[src/rtl/cacc_dlv_addr_gen_pkg.sv]
// Shared definitions for the CACC delivery address generator: FSM states,
// atom size, channels-per-surface by precision and the surface-count helper.
package cacc_dlv_addr_gen_pkg;

    typedef enum logic [1:0] {
        ST_IDLE = 2'd0,
        ST_RUN  = 2'd1,
        ST_DONE = 2'd2
    } state_e;

    localparam int ATOM_BYTES  = 32;
    localparam int K_PREC_INT8 = 32;
    localparam int K_PREC_WIDE = 16;

    // Total surfaces for the layer: ceil(C/K) per batch times B (all fields minus-one encoded).
    function automatic logic [17:0] surf_count(input logic [12:0] channel,
                                               input logic [4:0]  batches,
                                               input logic [1:0]  precision);
        logic [13:0] chans;
        logic [13:0] surfs;
        chans = {1'b0, channel} + 14'd1;
        if (precision == 2'd0)
            surfs = (chans + 14'(K_PREC_INT8 - 1)) >> $clog2(K_PREC_INT8);
        else
            surfs = (chans + 14'(K_PREC_WIDE - 1)) >> $clog2(K_PREC_WIDE);
        return 18'(surfs) * (18'(batches) + 18'd1);
    endfunction

endpackage

[src/rtl/cacc_dlv_cnt.sv]
// Wrap counter: counts up on inc_i, returns to zero after reaching max_i,
// flagging wrap_o in the incrementing cycle that performs the wrap.
module cacc_dlv_cnt #(
    parameter int WIDTH = 13
) (
    input  logic             clk_i,
    input  logic             rstn_i,
    input  logic             clr_i,
    input  logic             inc_i,
    input  logic [WIDTH-1:0] max_i,
    output logic [WIDTH-1:0] value_o,
    output logic             wrap_o
);
    import cacc_dlv_addr_gen_pkg::*;

    logic [WIDTH-1:0] cnt_q;
    logic [WIDTH-1:0] cnt_d;

    assign wrap_o  = inc_i && (cnt_q == max_i);
    assign value_o = cnt_q;

    always_comb begin
        cnt_d = cnt_q;
        if (clr_i)
            cnt_d = '0;
        else if (inc_i)
            cnt_d = (cnt_q == max_i) ? '0 : cnt_q + 1'b1;
    end

    always_ff @(posedge clk_i or negedge rstn_i) begin
        if (!rstn_i)
            cnt_q <= '0;
        else
            cnt_q <= cnt_d;
    end

endmodule

[src/rtl/cacc_dlv_addr_gen.sv]
// Walks the output cube (w, then h, then surface over all batches) issuing one
// 32-byte DMA write request per atom; started and aborted via OP_ENABLE writes.
module cacc_dlv_addr_gen
    import cacc_dlv_addr_gen_pkg::*;
(
    input  logic        autosa_core_clk,
    input  logic        autosa_core_rstn,
    input  logic        op_en_trigger,
    input  logic [31:0] reg_wr_data,
    input  logic [4:0]  batches,
    input  logic [31:0] dataout_addr,
    input  logic [23:0] line_stride,
    input  logic [23:0] surf_stride,
    input  logic        line_packed,
    input  logic        surf_packed,
    input  logic [12:0] dataout_width,
    input  logic [12:0] dataout_height,
    input  logic [12:0] dataout_channel,
    input  logic [1:0]  proc_precision,
    output logic        op_en,
    output logic        dma_req_valid,
    input  logic        dma_req_ready,
    output logic [31:0] dma_req_addr,
    output logic        dma_req_last,
    output logic        layer_done
);

    localparam logic [31:0] ATOM_INC = 32'(ATOM_BYTES);

    state_e      state_q;
    logic        op_en_q;
    logic        valid_q;
    logic        done_q;
    logic [31:0] addr_q;
    logic [31:0] line_base_q;
    logic [31:0] surf_base_q;

    logic [12:0] width_q;
    logic [12:0] height_q;
    logic [12:0] channel_q;
    logic [4:0]  batches_q;
    logic [1:0]  prec_q;
    logic [23:0] line_stride_q;
    logic [23:0] surf_stride_q;
    logic        line_packed_q;
    logic        surf_packed_q;

    logic        start;
    logic        abort;
    logic        hs;
    logic        at_end;
    logic [12:0] w_cnt;
    logic [12:0] h_cnt;
    logic [17:0] s_cnt;
    logic [17:0] s_max;
    logic        w_wrap;
    logic        h_wrap;
    logic        s_wrap_unused;
    logic        wr_data_unused;
    logic [31:0] line_next;
    logic [31:0] surf_next;

    assign wr_data_unused = ^reg_wr_data[31:1];

    assign start  = (state_q == ST_IDLE) && op_en_trigger && reg_wr_data[0];
    assign abort  = (state_q == ST_RUN) && op_en_trigger && !reg_wr_data[0];
    // An abort in the same cycle as ready wins: that request is not consumed.
    assign hs     = valid_q && dma_req_ready && !abort;
    assign s_max  = surf_count(channel_q, batches_q, prec_q) - 18'd1;
    assign at_end = (w_cnt == width_q) && (h_cnt == height_q) && (s_cnt == s_max);

    assign line_next = line_packed_q ? addr_q + ATOM_INC : line_base_q + {8'd0, line_stride_q};
    assign surf_next = surf_packed_q ? addr_q + ATOM_INC : surf_base_q + {8'd0, surf_stride_q};

    cacc_dlv_cnt #(.WIDTH(13)) u_w_cnt (
        .clk_i   (autosa_core_clk),
        .rstn_i  (autosa_core_rstn),
        .clr_i   (start),
        .inc_i   (hs),
        .max_i   (width_q),
        .value_o (w_cnt),
        .wrap_o  (w_wrap)
    );

    cacc_dlv_cnt #(.WIDTH(13)) u_h_cnt (
        .clk_i   (autosa_core_clk),
        .rstn_i  (autosa_core_rstn),
        .clr_i   (start),
        .inc_i   (w_wrap),
        .max_i   (height_q),
        .value_o (h_cnt),
        .wrap_o  (h_wrap)
    );

    cacc_dlv_cnt #(.WIDTH(18)) u_s_cnt (
        .clk_i   (autosa_core_clk),
        .rstn_i  (autosa_core_rstn),
        .clr_i   (start),
        .inc_i   (h_wrap),
        .max_i   (s_max),
        .value_o (s_cnt),
        .wrap_o  (s_wrap_unused)
    );

    always_ff @(posedge autosa_core_clk or negedge autosa_core_rstn) begin
        if (!autosa_core_rstn) begin
            state_q       <= ST_IDLE;
            op_en_q       <= 1'b0;
            valid_q       <= 1'b0;
            done_q        <= 1'b0;
            addr_q        <= '0;
            line_base_q   <= '0;
            surf_base_q   <= '0;
            width_q       <= '0;
            height_q      <= '0;
            channel_q     <= '0;
            batches_q     <= '0;
            prec_q        <= '0;
            line_stride_q <= '0;
            surf_stride_q <= '0;
            line_packed_q <= 1'b0;
            surf_packed_q <= 1'b0;
        end else begin
            done_q <= 1'b0;
            case (state_q)
                ST_IDLE: begin
                    if (start) begin
                        width_q       <= dataout_width;
                        height_q      <= dataout_height;
                        channel_q     <= dataout_channel;
                        batches_q     <= batches;
                        prec_q        <= proc_precision;
                        line_stride_q <= line_stride;
                        surf_stride_q <= surf_stride;
                        line_packed_q <= line_packed;
                        surf_packed_q <= surf_packed;
                        addr_q        <= dataout_addr;
                        line_base_q   <= dataout_addr;
                        surf_base_q   <= dataout_addr;
                        op_en_q       <= 1'b1;
                        valid_q       <= 1'b1;
                        state_q       <= ST_RUN;
                    end
                end
                ST_RUN: begin
                    if (abort) begin
                        op_en_q <= 1'b0;
                        valid_q <= 1'b0;
                        state_q <= ST_IDLE;
                    end else if (hs) begin
                        if (at_end) begin
                            op_en_q <= 1'b0;
                            valid_q <= 1'b0;
                            done_q  <= 1'b1;
                            state_q <= ST_DONE;
                        end else if (!w_wrap) begin
                            addr_q <= addr_q + ATOM_INC;
                        end else if (!h_wrap) begin
                            addr_q      <= line_next;
                            line_base_q <= line_next;
                        end else begin
                            addr_q      <= surf_next;
                            line_base_q <= surf_next;
                            surf_base_q <= surf_next;
                        end
                    end
                end
                ST_DONE: begin
                    state_q <= ST_IDLE;
                end
                default: begin
                    op_en_q <= 1'b0;
                    valid_q <= 1'b0;
                    state_q <= ST_IDLE;
                end
            endcase
        end
    end

    assign op_en         = op_en_q;
    assign dma_req_valid = valid_q;
    assign dma_req_addr  = addr_q;
    assign dma_req_last  = valid_q && at_end;
    assign layer_done    = done_q;

endmodule

[config.mk]
export PLATFORM = sky130hd
export DESIGN_NAME = cacc_dlv_addr_gen
export DESIGN_NICKNAME = d
export VERILOG_FILES = /design/src/rtl/cacc_dlv_addr_gen_pkg.sv /design/src/rtl/cacc_dlv_cnt.sv /design/src/rtl/cacc_dlv_addr_gen.sv
export SDC_FILE = /design/constraint.sdc
export NUM_CORES = 1
export LEC_CHECK = 0
export ABC_AREA = 0
export CAP_MARGIN = 5
export CORE_ASPECT_RATIO = 0.7
export CORE_MARGIN = 8
export CORE_UTILIZATION = 40
export CTS_BUF_LIST = sky130_fd_sc_hd__clkbuf_16
export DETAILED_ROUTE_END_ITERATION = 8
export RECOVER_POWER = 100
export SLEW_MARGIN = 20
export SYNTH_ARGS = -nofsm -noshare
export SYNTH_HDL_FRONTEND = slang
export SYNTH_SLANG_ARGS = --single-unit
[constraint.sdc]
create_clock -name autosa_core_clk -period 14.7 [get_ports autosa_core_clk]
set_input_delay 2.205 -clock autosa_core_clk [delete_from_list [all_inputs] [get_ports autosa_core_clk]]
set_output_delay 2.205 -clock autosa_core_clk [all_outputs]
set_load 0.02 [all_outputs]
==> impl_metrics.ini <==
[outcome]
run_status = complete, but fails checks
violations = max-capacitance violations, max-slew violations

[pwr]
vdd_drop_max_mv = 0.280
p_leak_nw = 9.43
p_total_mw = 6.09
power.density_nw_per_um2 = 286

[critical_path]
cp.arrival_ns = 12.97
crit_top_cell = fa_1
critPathKind = register to register
crit_required_ns = 15.14
critPathSlowestCell = clkbuf_1
path_max_fanout = 60
cp_top_family = compound AO/OA/AOI/OAI gates
cp_num_buf_inv = 3
slowest_delay_ns = 2.11
crit_path_end_kind = register
critPathLaunchType = register

[synthesis]
synth_area_um2 = 18400
ys_ff_latch = 240
yosys_warnings = 0
synthCells = 2279
synth_nets = 2574
synth_enable_flop_cells = 0
synth_cell_types = 82
seq_area_frac_synth_pct = 32.7
async_flop_share_pct = 100
syn_area_per_cell_um2 = 8.06
yosys_most_used_dff = dfrtp_1

[route]
drc = 0
viasPerCell = 5.79
firstDrtPassIters = 6
detail-route-antenna-nets = 0
wl_met2_mm = 25.3
wl_met3_mm = 3.98
drt_wl_total_mm = 60.2
top_layer = met5
post_drt_wl_per_cell_um = 19.9
vias = 17500
wl_met1_mm = 29.6
drt-initial-drc-count = 1594

[floorplan]
dieArea_um2 = 53200
ios = 200
die_y_um = 195
core_area_um2 = 45200
initial_core_util_pct = 40.6
rows = 65
die_width_um = 272

[finish]
syn2layout_area_growth_pct = 15.9
diodes = 0
fin_util_pct = 47.1
ff_latch_area_um2 = 6010
layout.nets = 2692
fillCellCount = 4515
multiInputGateArea_um2 = 11600
drive_above_1_share_pct = 3.10

[place]
portBuffers = 168
dp_hpwl_mm = 45.6
place_congestion = 0.903

[sta]
final_max_slew_viol_count = 509
fmax_mhz = 79.9
setup_viol = 0
worst_slew_margin_rel_pct = -250
period_needed_ns = 12.52
finalSetupTns_ns = 0
max_slew.worst_pin.slew_ns = 5.24
rsz0062_at_grt = false
hold_viol = 0
fin_crit_sh_pct = 85.2
skew_ns = 0.0304

[global_routing]
grt_pass1_vias = 16900
antenna_found_initial = 1
grt_max_degree = 94
gr-total-overflow = 0
grt_first_pass_wirelength_mm = 95.6
grt_use_total_pct = 21.9

[clock_tree]
clkTransAtPathRegs_ns = 0.06
htree_levels = 1
post_cts_buffers = 0
cts_root_buffer = clkbuf_16
cts_tree = yes
clock-sinks = 240
cts_made_buffers = 27
cts_hold_buf = 0
cts-resized-gates = 0
cts_buffer_depth = 3
clock_latency_ns = 0.59

[hold_path]
min-delay-path-class = register to register

[run]
cap_viol_max_count = 10
==> through the flow <==
step	hold WS [ns]	setup WS [ns]	instances	cell area, um2
after floorplan	0.450	5.26	2279	18400
after global placement	0.469	4.02	2971	20600
after detailed placement	0.472	3.73	2971	20600
after CTS	0.487	3.07	3020	21400
after global routing	0.505	1.30	3020	21300
final	0.482	2.18	3020	21300
==> logic make-up after synthesis <==
logic type | after synthesis | synth area share [%]
buffers and inverters | 177 | 3.88
AOI/OAI and AO/OA | 579 | 20.7
muxes | 32 | 1.98
xor gates and xnor gates | 146 | 6.96
and+or+nand+nor | 974 | 23.4
adders and majority gates | 131 | 10.4
DFF | 240 | 32.7
==> placed cells by master, fill, tap and decap left out, types with 13 or more instances in the layout <==
| cell | netlist | final |
|---|---|---|
| nor3_1 | 31 | 31 |
| xor2_1 | 77 | 77 |
| nor2b_1 | 21 | 21 |
| a211oi_1 | 19 | 20 |
| mux2i_1 | 21 | 21 |
| fa_1 | 36 | 36 |
| o31ai_1 | 15 | 14 |
| clkdlybuf4s50_1 | 0 | 130 |
| dlygate4sd3_1 | 0 | 37 |
| and3_1 | 40 | 40 |
| inv_1 | 71 | 73 |
| clkbuf_1 | 87 | 13 |
| a31oi_1 | 38 | 38 |
| clkbuf_16 | 0 | 27 |
| and2_1 | 22 | 20 |
| nor2_1 | 133 | 129 |
| a2bb2oi_1 | 16 | 16 |
| a21o_1 | 33 | 33 |
| ha_1 | 95 | 95 |
| xnor2_1 | 69 | 69 |
| o211ai_1 | 30 | 30 |
| nand4_1 | 33 | 33 |
| nand3_1 | 81 | 81 |
| buf_4 | 1 | 15 |
| o21ai_0 | 147 | 147 |
| a21oi_1 | 123 | 124 |
| dfrtp_1 | 240 | 240 |
| o21a_1 | 37 | 37 |
| nand2_1 | 550 | 551 |
| o22a_1 | 19 | 19 |
==> tightest hold or removal path, cell delays in order, from the launching register on <==
cell and delay (ns):
dfrtp_1 0.35, nand2_1 0.05, nand2_1 0.05
==> synth_stat cells, types with 37 or more instances <==
master | n | area, um2
xor2_1 | 77 | 674
and3_1 | 40 | 250
nand3_1 | 81 | 405
ha_1 | 95 | 1190
dfrtp_1 | 240 | 6010
a31oi_1 | 38 | 238
nor2_1 | 133 | 499
nand2_1 | 550 | 2060
o21ai_0 | 147 | 736
inv_1 | 71 | 267
a21oi_1 | 123 | 616
xnor2_1 | 69 | 604
clkbuf_1 | 87 | 327
o21a_1 | 37 | 278
==> final timing paths <==
kind,depth (start not counted),startpoint,slack [ns],to
max in group asynchronous,3,autosa_core_rstn,4.68,line_stride_q[22]
min in group asynchronous,1,autosa_core_rstn,3.51,surf_base_q[4]
min,2,line_stride_q[6],0.48,line_stride_q[6]
max reg2reg,28,channel_q[1],2.18,surf_base_q[19]
max,28,channel_q[1],2.18,surf_base_q[19]
min reg2reg,2,line_stride_q[6],0.48,line_stride_q[6]
==> power breakdown <==
part | internal [mW] | switching (mW)
registers | 0.863 | 0.226
logic | 1.73 | 2.62
clock network | 0.351 | 0.297
==> layout make-up <==
type	count	area share (%)
Multi-Input combinational cell	1862	54.6
Sequential cell	240	28.2
Timing Repair Buffer	195	8.60
Tap cell	603	3.54
Clock buffer	27	3.17
Inverter	71	1.25
Clock inverter	22	0.646
==> layer usage <==
| metal | vias up | GRT usage [%] |
|---|---|---|
| li1 | 8277 | - |
| met1 | 8514 | 33.8 |
| met5 | - | 0 |
| met3 | 87 | 3.26 |
| met4 | 2 | 4.82 |
| met2 | 613 | 31.8 |
==> registers in the layout, summed over array words and instances (netlist names) <==
| name | count |
|---|---|
| dma_req_valid | 1 |
| u_w_cnt.value_o | 13 |
| surf_base_q | 32 |
| line_stride_q | 24 |
| surf_packed_q | 1 |
| state_q | 2 |
| line_base_q | 32 |
| channel_q | 13 |
| batches_q | 5 |
| width_q | 13 |
| surf_stride_q | 24 |
| prec_q | 2 |
| dma_req_addr | 32 |
| line_packed_q | 1 |
| u_h_cnt.value_o | 13 |
| layer_done | 1 |
| u_s_cnt.value_o | 18 |
| height_q | 13 |
Note: power is estimated with default switching activity, not from simulation.
